--- config.mk ---
export PLATFORM = sky130hd
export DESIGN_NAME = lsu_ctrl
export DESIGN_NICKNAME = d
export VERILOG_FILES = /design/src/rtl/lsu_pkg.sv /design/src/rtl/lsu_align.sv /design/src/rtl/lsu_ctrl.sv
export SDC_FILE = /design/constraint.sdc
export NUM_CORES = 1
export LEC_CHECK = 0
export ABC_CLOCK_PERIOD_IN_PS = 3700
export CAP_MARGIN = 30
export CORE_MARGIN = 2
export CORE_UTILIZATION = 42
export CTS_BUF_LIST = sky130_fd_sc_hd__clkbuf_8
export DETAILED_ROUTE_END_ITERATION = 8
export GPL_TIMING_DRIVEN = 0
export PLACE_DENSITY = 0.73
export REMOVE_ABC_BUFFERS = 1
export SYNTH_ARGS = -nofsm -noshare
export SYNTH_HDL_FRONTEND = slang
export SYNTH_HIERARCHICAL = 1
export SYNTH_SLANG_ARGS = --single-unit
--- constraint.sdc ---
create_clock -name i_clk -period 3.7 [get_ports i_clk]
set_input_delay 0.74 -clock i_clk [delete_from_list [all_inputs] [get_ports i_clk]]
set_output_delay 0.74 -clock i_clk [all_outputs]
set_load 0.01 [all_outputs]
--- src/rtl/lsu_pkg.sv ---
// Shared types and decode helpers for the RV32I load/store unit.
package lsu_pkg;

  localparam logic [2:0] F3_LB  = 3'b000;
  localparam logic [2:0] F3_LH  = 3'b001;
  localparam logic [2:0] F3_LW  = 3'b010;
  localparam logic [2:0] F3_LBU = 3'b100;
  localparam logic [2:0] F3_LHU = 3'b101;
  localparam logic [2:0] F3_SB  = 3'b000;
  localparam logic [2:0] F3_SH  = 3'b001;
  localparam logic [2:0] F3_SW  = 3'b010;

  typedef enum logic [1:0] {
    IDLE = 2'd0,
    REQ  = 2'd1,
    DONE = 2'd2
  } lsu_state_e;

  typedef enum logic [1:0] {
    ERR_NONE     = 2'b00,
    ERR_MISALIGN = 2'b01,
    ERR_ILLEGAL  = 2'b10,
    ERR_TIMEOUT  = 2'b11
  } lsu_err_e;

  function automatic logic is_illegal(input logic wren, input logic [2:0] funct3);
    if (wren) return !(funct3 == F3_SB || funct3 == F3_SH || funct3 == F3_SW);
    return (funct3 == 3'b011) || (funct3 == 3'b110) || (funct3 == 3'b111);
  endfunction

  // funct3[1:0] encodes the access size for every legal load/store.
  function automatic logic is_misaligned(input logic [1:0] size, input logic [1:0] offset);
    return ((size == 2'b01) && offset[0]) || ((size == 2'b10) && (offset != 2'b00));
  endfunction

endpackage

--- src/rtl/lsu_align.sv ---
// Byte-lane steering for stores and lane extract plus sign/zero extension for loads.
module lsu_align
  import lsu_pkg::*;
(
  input  logic [2:0]  funct3,
  input  logic [1:0]  offset,
  input  logic        wren,
  input  logic [31:0] st_data,
  input  logic [31:0] rdata,
  output logic [3:0]  bmask,
  output logic [31:0] wdata,
  output logic [31:0] ld_data
);

  logic [7:0]  byte_sel;
  logic [15:0] half_sel;

  assign byte_sel = rdata[{offset, 3'b000} +: 8];
  assign half_sel = rdata[{offset[1], 4'b0000} +: 16];

  always_comb begin
    bmask = 4'b1111;
    wdata = 32'd0;
    if (wren) begin
      case (funct3)
        F3_SB: begin
          bmask = 4'b0001 << offset;
          wdata = {4{st_data[7:0]}};
        end
        F3_SH: begin
          bmask = 4'b0011 << offset;
          wdata = {2{st_data[15:0]}};
        end
        default: begin
          bmask = 4'b1111;
          wdata = st_data;
        end
      endcase
    end
  end

  always_comb begin
    ld_data = 32'd0;
    case (funct3)
      F3_LB:   ld_data = {{24{byte_sel[7]}}, byte_sel};
      F3_LH:   ld_data = {{16{half_sel[15]}}, half_sel};
      F3_LW:   ld_data = rdata;
      F3_LBU:  ld_data = {24'd0, byte_sel};
      F3_LHU:  ld_data = {16'd0, half_sel};
      default: ld_data = 32'd0;
    endcase
  end

endmodule

--- src/rtl/lsu_ctrl.sv ---
// Load/store unit controller: request capture, error checks, req/ack memory FSM with timeout.
module lsu_ctrl
  import lsu_pkg::*;
#(
  parameter int unsigned MEM_TIMEOUT = 15
) (
  input  logic        i_clk,
  input  logic        i_reset,
  input  logic        i_lsu_valid,
  input  logic        i_lsu_wren,
  input  logic [2:0]  i_lsu_funct3,
  input  logic [31:0] i_lsu_addr,
  input  logic [31:0] i_st_data,
  output logic        o_lsu_ready,
  output logic        o_lsu_done,
  output logic [31:0] o_ld_data,
  output logic [1:0]  o_lsu_err,
  output logic        o_mem_req,
  output logic        o_mem_we,
  output logic [31:0] o_mem_addr,
  output logic [3:0]  o_mem_bmask,
  output logic [31:0] o_mem_wdata,
  input  logic        i_mem_ack,
  input  logic [31:0] i_mem_rdata,
  output logic [1:0]  o_dbg_state
);

  // Handshakes: a request transfers on a rising edge where i_lsu_valid && o_lsu_ready;
  // the memory side transfers on an edge where o_mem_req && i_mem_ack, and o_mem_req
  // with its address/data/mask stays stable until that edge or the timeout.

  localparam logic [7:0] CNT_LAST = 8'(MEM_TIMEOUT - 1);

  lsu_state_e  state;
  logic        wren_q;
  logic [2:0]  f3_q;
  logic [31:0] addr_q;
  logic [31:0] st_q;
  logic [7:0]  cnt;
  logic [31:0] ld_q;
  logic [1:0]  err_q;

  logic [3:0]  bmask;
  logic [31:0] wdata;
  logic [31:0] ld_ext;

  lsu_align u_align (
    .funct3  (f3_q),
    .offset  (addr_q[1:0]),
    .wren    (wren_q),
    .st_data (st_q),
    .rdata   (i_mem_rdata),
    .bmask   (bmask),
    .wdata   (wdata),
    .ld_data (ld_ext)
  );

  always_ff @(posedge i_clk) begin
    if (i_reset) begin
      state  <= IDLE;
      wren_q <= 1'b0;
      f3_q   <= 3'd0;
      addr_q <= 32'd0;
      st_q   <= 32'd0;
      cnt    <= 8'd0;
      ld_q   <= 32'd0;
      err_q  <= ERR_NONE;
    end else begin
      case (state)
        IDLE: begin
          if (i_lsu_valid) begin
            wren_q <= i_lsu_wren;
            f3_q   <= i_lsu_funct3;
            addr_q <= i_lsu_addr;
            st_q   <= i_st_data;
            cnt    <= 8'd0;
            ld_q   <= 32'd0;
            // Illegal width is checked before alignment since size is meaningless then.
            if (is_illegal(i_lsu_wren, i_lsu_funct3)) begin
              err_q <= ERR_ILLEGAL;
              state <= DONE;
            end else if (is_misaligned(i_lsu_funct3[1:0], i_lsu_addr[1:0])) begin
              err_q <= ERR_MISALIGN;
              state <= DONE;
            end else begin
              err_q <= ERR_NONE;
              state <= REQ;
            end
          end
        end
        REQ: begin
          if (i_mem_ack) begin
            ld_q  <= wren_q ? 32'd0 : ld_ext;
            err_q <= ERR_NONE;
            state <= DONE;
          end else if (cnt == CNT_LAST) begin
            ld_q  <= 32'd0;
            err_q <= ERR_TIMEOUT;
            state <= DONE;
          end else begin
            cnt <= cnt + 8'd1;
          end
        end
        DONE:    state <= IDLE;
        default: state <= IDLE;
      endcase
    end
  end

  assign o_lsu_ready = (state == IDLE);
  assign o_lsu_done  = (state == DONE);
  assign o_ld_data   = o_lsu_done ? ld_q : 32'd0;
  assign o_lsu_err   = o_lsu_done ? err_q : 2'b00;
  assign o_mem_req   = (state == REQ);
  assign o_mem_we    = o_mem_req & wren_q;
  assign o_mem_addr  = o_mem_req ? {addr_q[31:2], 2'b00} : 32'd0;
  assign o_mem_bmask = o_mem_req ? bmask : 4'd0;
  assign o_mem_wdata = o_mem_req ? wdata : 32'd0;
  assign o_dbg_state = state;

endmodule

==> impl_metrics.ini, run 1 <==
[setup_path]
cp-end-kind = output pin
r2r_cells = 4
r2r_end = ld_q[1]$_SDFFE_PP0P_
crit_path_start = f3_q[0]$_SDFFE_PP0P_
r2r-start = addr_q[1]$_SDFFE_PP0P_
path_class = reg2out
cp-start-kind = flip-flop
cp.required_ns = 2.96
cp_max_fo = 20
critical_path.endpoint = o_mem_wdata[9]
arrival_ns = 2.74
r2r_slack_ns = 1.22

[die]
initial_core_util = 0.427
rows = 43
ios = 212
die_height_um = 122
core_area_um2 = 13800
design.die.area_um2 = 14900
dieWidth_um = 122

[yosys]
ys.flop_type = dfxtp_1
yosysWarnings = 6
synth-seq-cells = 112
syn-instance-count = 743
synth_cell_type_count = 51
syn_avg_cell_area_um2 = 7.91
syn_area_um2 = 5870
yosysSeqAreaShare = 0.382
synth_edf_count = 0
async_reset_ff_frac = 0

[clocking]
numCtsBuffers = 9
htree_levels = 3
clock_sinks = 112
clk_latency_ns = 0.40
root_buffer = clkbuf_8
post_cts_buffers = 0
cts_tree = built
hold_buffers = 0
cts_buffer_depth = 2
cts.clk_slew.worst_paths_ns = 0.11

[drt]
routedWlPerCell_um = 16.0
vias = 5637
vias_per_cell = 5.14
dr.pass1.iters = 5
ant_nets = 0
routed_wl_um = 17600
drt_iter0_drc = 288
route.detailed.drc = 0

[placed_design]
dp_cells = 1080
portBuffers = 209
gp_congestion = 0.778
hpwl_um = 12100

[power_and_ir_drop]
power.leakage_uw = 0.00321
ir_drop_v = 0.000209
fin_total_pwr_uw = 2800
powerDensity_nw_per_um2 = 336

[timing]
slew_headroom = 0.379
period_minus_slack_ns = 3.48
finalHoldViolCount = 0
worst_slew_pin_slew_ns = 0.924
period_share = 0.940
skew_ns = 0.0144
maxClockFrequency_ghz = 0.287
fin_setup_tns_ns = 0
slew_violations = 0
finalSetupViolCount = 0
grt_setup_unrepaired = no

[finish]
fin_util = 0.605
drive_gt1_frac = 0.0524
diodes = 0
nets = 1017
layout.cells.non_filler = 1096
area_growth_syn_to_layout_pct = 41.9

[global_routing]
grt_pass1_wl_um = 27700
grt.total_usage = 0.236
gr-total-overflow = 0
antenna_found_initial = 0
grt_max_degree = 78
grt_pass1_vias = 5235

[status]
status = completed

[worst_hold_path]
min_path_type = reg2reg

[job]
cap_violations = 0
## cell usage in the layout (no fill, tap or decap), types with 5 or more instances in the layout
cell	netlist	layout
a21boi_0	16	16
a21o_1	16	16
a21oi_1	80	79
a221o_1	14	14
a22o_1	32	32
and2_1	111	110
clkbuf_8	0	9
clkdlybuf4s50_1	0	208
dfxtp_1	112	111
inv_1	5	6
mux2_2	9	9
mux2i_1	9	9
nand2_1	180	179
nand3_1	5	5
nor2_1	14	13
nor2b_1	11	10
o211a_1	9	9
o21ai_0	5	5
## cell type report
| cell class | instances | area, um^2 |
|---|---|---|
| Clock buffer | 9 | 124 |
| Fill cell | 1287 | 5440 |
| Inverter | 5 | 18.8 |
| Sequential cell | 112 | 2240 |
| Clock inverter | 7 | 119 |
| Multi-Input combinational cell | 565 | 3360 |
| Tap cell | 180 | 225 |
| Timing Repair Buffer | 218 | 2240 |
## cells by family after synthesis
| group | share of synthesized area |
|---|---|
| DFF | 0.382 |
| AOI/OAI and AO/OA | 0.223 |
| other | 0.000638 |
| xor gates and xnor gates | 0.00596 |
| muxes | 0.0326 |
| adders and majority gates | 0.00426 |
| and+or+nand+nor | 0.299 |
| buffers and inverters | 0.0528 |
## worst max-delay path: stages (launching register included)
cell             delay [ns]
dfxtp_2                0.50
nor3_1                 0.51
buf_4                  0.25
nand2_1                0.05
a21boi_0               0.30
and2_1                 0.18
clkdlybuf4s50_1        0.53
## sequential cells by signal (all words and copies together), names as in the netlist
signal,count
cnt,8
f3_q,3
st_q,32
ld_q,32
err_q,2
addr_q,32
o_dbg_state,2
wren_q,1
## metal layers
layer | wire [um] | track usage | part of all wire | vias to the layer above
li1 | - | - | - | 2839
met1 | 7570 | 0.296 | 0.43 | 2577
met2 | 7740 | 0.365 | 0.44 | 199
met3 | 1920 | 0.101 | 0.11 | 22
met4 | 341 | 0.0805 | 0.019 | 0
met5 | 0 | 0 | 0 | -
## power by group
part           switching (uW)  total (uW)  internal, uW
Sequential               53.9        1320          1270
Combinational             299         587           288
Clock                     440         891           451
Total                     793        2800          2010
## how the worst min path moves through the flow
stage,startpoint,end,slack [ns],depth (start not counted)
floorplan,addr_q[10]$_SDFFE_PP0P_,addr_q[10]$_SDFFE_PP0P_,0.43,2
global placement,addr_q[28]$_SDFFE_PP0P_,addr_q[28]$_SDFFE_PP0P_,0.44,2
detailed placement,addr_q[23]$_SDFFE_PP0P_,addr_q[23]$_SDFFE_PP0P_,0.44,2
CTS,addr_q[23]$_SDFFE_PP0P_,addr_q[23]$_SDFFE_PP0P_,0.46,2
global route,addr_q[17]$_SDFFE_PP0P_,addr_q[17]$_SDFFE_PP0P_,0.47,2
finish,addr_q[6]$_SDFFE_PP0P_,addr_q[6]$_SDFFE_PP0P_,0.46,2
## stage by stage
step	instance area (um^2)	hold WS [ns]	setup slack, ns
2_1_floorplan	5590	0.426	0.840
3_3_place_gp	7900	0.437	-2.14
3_5_place_dp	8090	0.442	0.346
4_1_cts	8330	0.458	0.170
5_1_grt	8330	0.473	0.101
6_report	8330	0.455	0.220
## Yosys cell counts, drive strengths merged, types with 5 or more instances
cell    count  area share
nand2     180        0.12
dfxtp     112        0.38
and2      111        0.12
a21oi      80       0.068
clkbuf     37       0.024
a22o       32       0.048
buf        25       0.026
a21boi     16       0.020
a21o       16       0.020
nor2       15       0.011
a221o      14       0.024
nor2b      11       0.012
mux2        9       0.017
mux2i       9       0.015
o211a       9       0.015
nor3        6      0.0079
o21ai       6      0.0051
inv         5      0.0032
nand3       5      0.0043
or3         5      0.0062
## timing repair
| item | CTS | global route |
|---|---|---|
| setup endpoints to repair | 1 | 0 |
| resized for setup | 1 | 0 |
| hold endpoints to repair | 0 | 0 |
(Power assumes the default switching activity.)
==> run 2: changes to the inputs <==
--- a/config.mk
+++ b/config.mk
@@ -9,10 +9,9 @@
 export CAP_MARGIN = 30
 export CORE_MARGIN = 2
 export CORE_UTILIZATION = 42
-export CTS_BUF_LIST = sky130_fd_sc_hd__clkbuf_8
 export DETAILED_ROUTE_END_ITERATION = 8
 export GPL_TIMING_DRIVEN = 0
-export PLACE_DENSITY = 0.73
+export PLACE_DENSITY = 0.84
 export REMOVE_ABC_BUFFERS = 1
 export SYNTH_ARGS = -nofsm -noshare
 export SYNTH_HDL_FRONTEND = slang
==> run 2 against run 1 <==
Effect of this change:
- maximum frequency is 1.7% higher
- worst setup slack gained 0.059 ns
- first-iteration DRC count grew 8.7%
- combinational power is essentially flat
- core utilization up 0.66 points
- total power rose by 6.2%
- critical path depth increased by 1
- worst hold slack got worse by 0.0049 ns
- clock skew is 0.0059 ns lower
- critical endpoint is now o_mem_wdata[14]
- highest routed layer unchanged
==> impl_metrics.ini, run 2 (same netlist as run 1, synthesis figures left out) <==
[drt]
ant_nets = 0
dr.pass1.iters = 4
vias = 5732
drt_iter0_drc = 313
vias_per_cell = 5.23
routed_wl_um = 17200
route.detailed.drc = 0
routedWlPerCell_um = 15.7

[clocking]
cts_resized = 0
numCtsBuffers = 9
cts.clk_slew.worst_paths_ns = 0.07
cts_buffer_depth = 2
root_buffer = clkbuf_16
htree_levels = 3
clk_latency_ns = 0.36
clock_sinks = 112
cts_tree = built
hold_buffers = 0
post_cts_buffers = 0

[timing]
skew_ns = 0.00848
finalHoldViolCount = 0
maxClockFrequency_ghz = 0.292
period_share = 0.925
grt_setup_unrepaired = no
whs_ns = 0.450
worst_slew_pin_slew_ns = 0.873
slew_violations = 0
period_minus_slack_ns = 3.42
finalSetupViolCount = 0
slew_headroom = 0.417

[finish]
area_growth_syn_to_layout_pct = 43.4
fill_cells = 1200
seq_area_um2 = 2240
layout.cells.non_filler = 1096
drive_gt1_frac = 0.0513
fin_util = 0.612
layout_common_cells = clkdlybuf4s50_1 (208), nand2_1 (179), dfxtp_1 (112)
final_common_cell = clkdlybuf4s50_1
multiInputGateArea_um2 = 3360
nets = 1017
diodes = 0
reg_top3 = addr_q x32, ld_q x32, st_q x32

[global_routing]
antenna_found_initial = 0
grt_pass1_vias = 5461
grt_pass1_wl_um = 27300
gr-total-overflow = 0
grt.total_usage = 0.231
grt_max_degree = 78

[worst_hold_path]
min_path_type = reg2reg

[setup_path]
r2r_slack_ns = 1.28
arrival_ns = 2.68
cp_max_fo = 14
cp-start-kind = flip-flop
path_class = reg2out
cp.required_ns = 2.96
cp-end-kind = output pin

[power_and_ir_drop]
ir_drop_v = 0.000263
power.leakage_uw = 0.00325
powerDensity_nw_per_um2 = 353

[placed_design]
portBuffers = 209
dp_cells = 1079
hpwl_um = 11800
gp_congestion = 0.826

[die]
rows = 43
dieWidth_um = 122
die_height_um = 122
design.die.area_um2 = 14900
ios = 212
initial_core_util = 0.427
core_area_um2 = 13800

[status]
status = completed

[job]
cap_violations = 0
## run 2: cell count changes in the layout (fill, tap and decap cells not counted), sizes merged
cell / delta
bufinv: -1
clkbuf: +2
clkinvlp: +1
inv: -2
## run 2: critical path, stage by stage, from the launching register on
cell and delay (ns):
dfxtp_1 0.44, buf_8 0.23, nor3_1 0.46, buf_4 0.26, nand2_1 0.06, a21boi_0 0.13
and2_1 0.18, clkdlybuf4s50_1 0.57
## run 2: final timing paths
| check | startpoint | end | depth (start not counted) |
|---|---|---|---|
| setup / recovery | f3_q[0]$_SDFFE_PP0P_ | o_mem_wdata[14] | 7 |
| hold / removal | addr_q[28]$_SDFFE_PP0P_ | addr_q[28]$_SDFFE_PP0P_ | 2 |
| setup reg to reg | addr_q[1]$_SDFFE_PP0P_ | ld_q[3]$_SDFFE_PP0P_ | 4 |
| hold reg to reg | addr_q[28]$_SDFFE_PP0P_ | addr_q[28]$_SDFFE_PP0P_ | 2 |
## run 2: metal layers
metal	GRT usage	vias to the layer above	part of all wire
met5	0	-	0
met4	0.0848	0	0.015
met3	0.0813	20	0.10
met2	0.368	215	0.47
met1	0.288	2651	0.42
li1	-	2846	-
## run 2: report_power, final
part           switching, uW  internal (uW)  total [uW]
registers               52.3           1270        1320
logic                    303            286         590
clock network            452            612        1060
## run 2: cell type report
cell class	count	area share
multi-input combinational	565	0.399
timing repair buffer	218	0.267
sequential	112	0.266
clock buffer	11	0.0288
tap	180	0.0267
clock inverter	5	0.00950
inverter	5	0.00223
## run 2: per-stage QoR
step	setup TNS [ns]	cell area [um^2]	power, uW	setup slack [ns]
floorplan	0	5590	1640	0.840
global placement	-69.00	7900	1910	-2.10
detailed placement	0	8090	1940	0.386
CTS	0	8410	3000	0.0139
global route	0	8430	3120	0.0941
finish	0	8430	2970	0.279
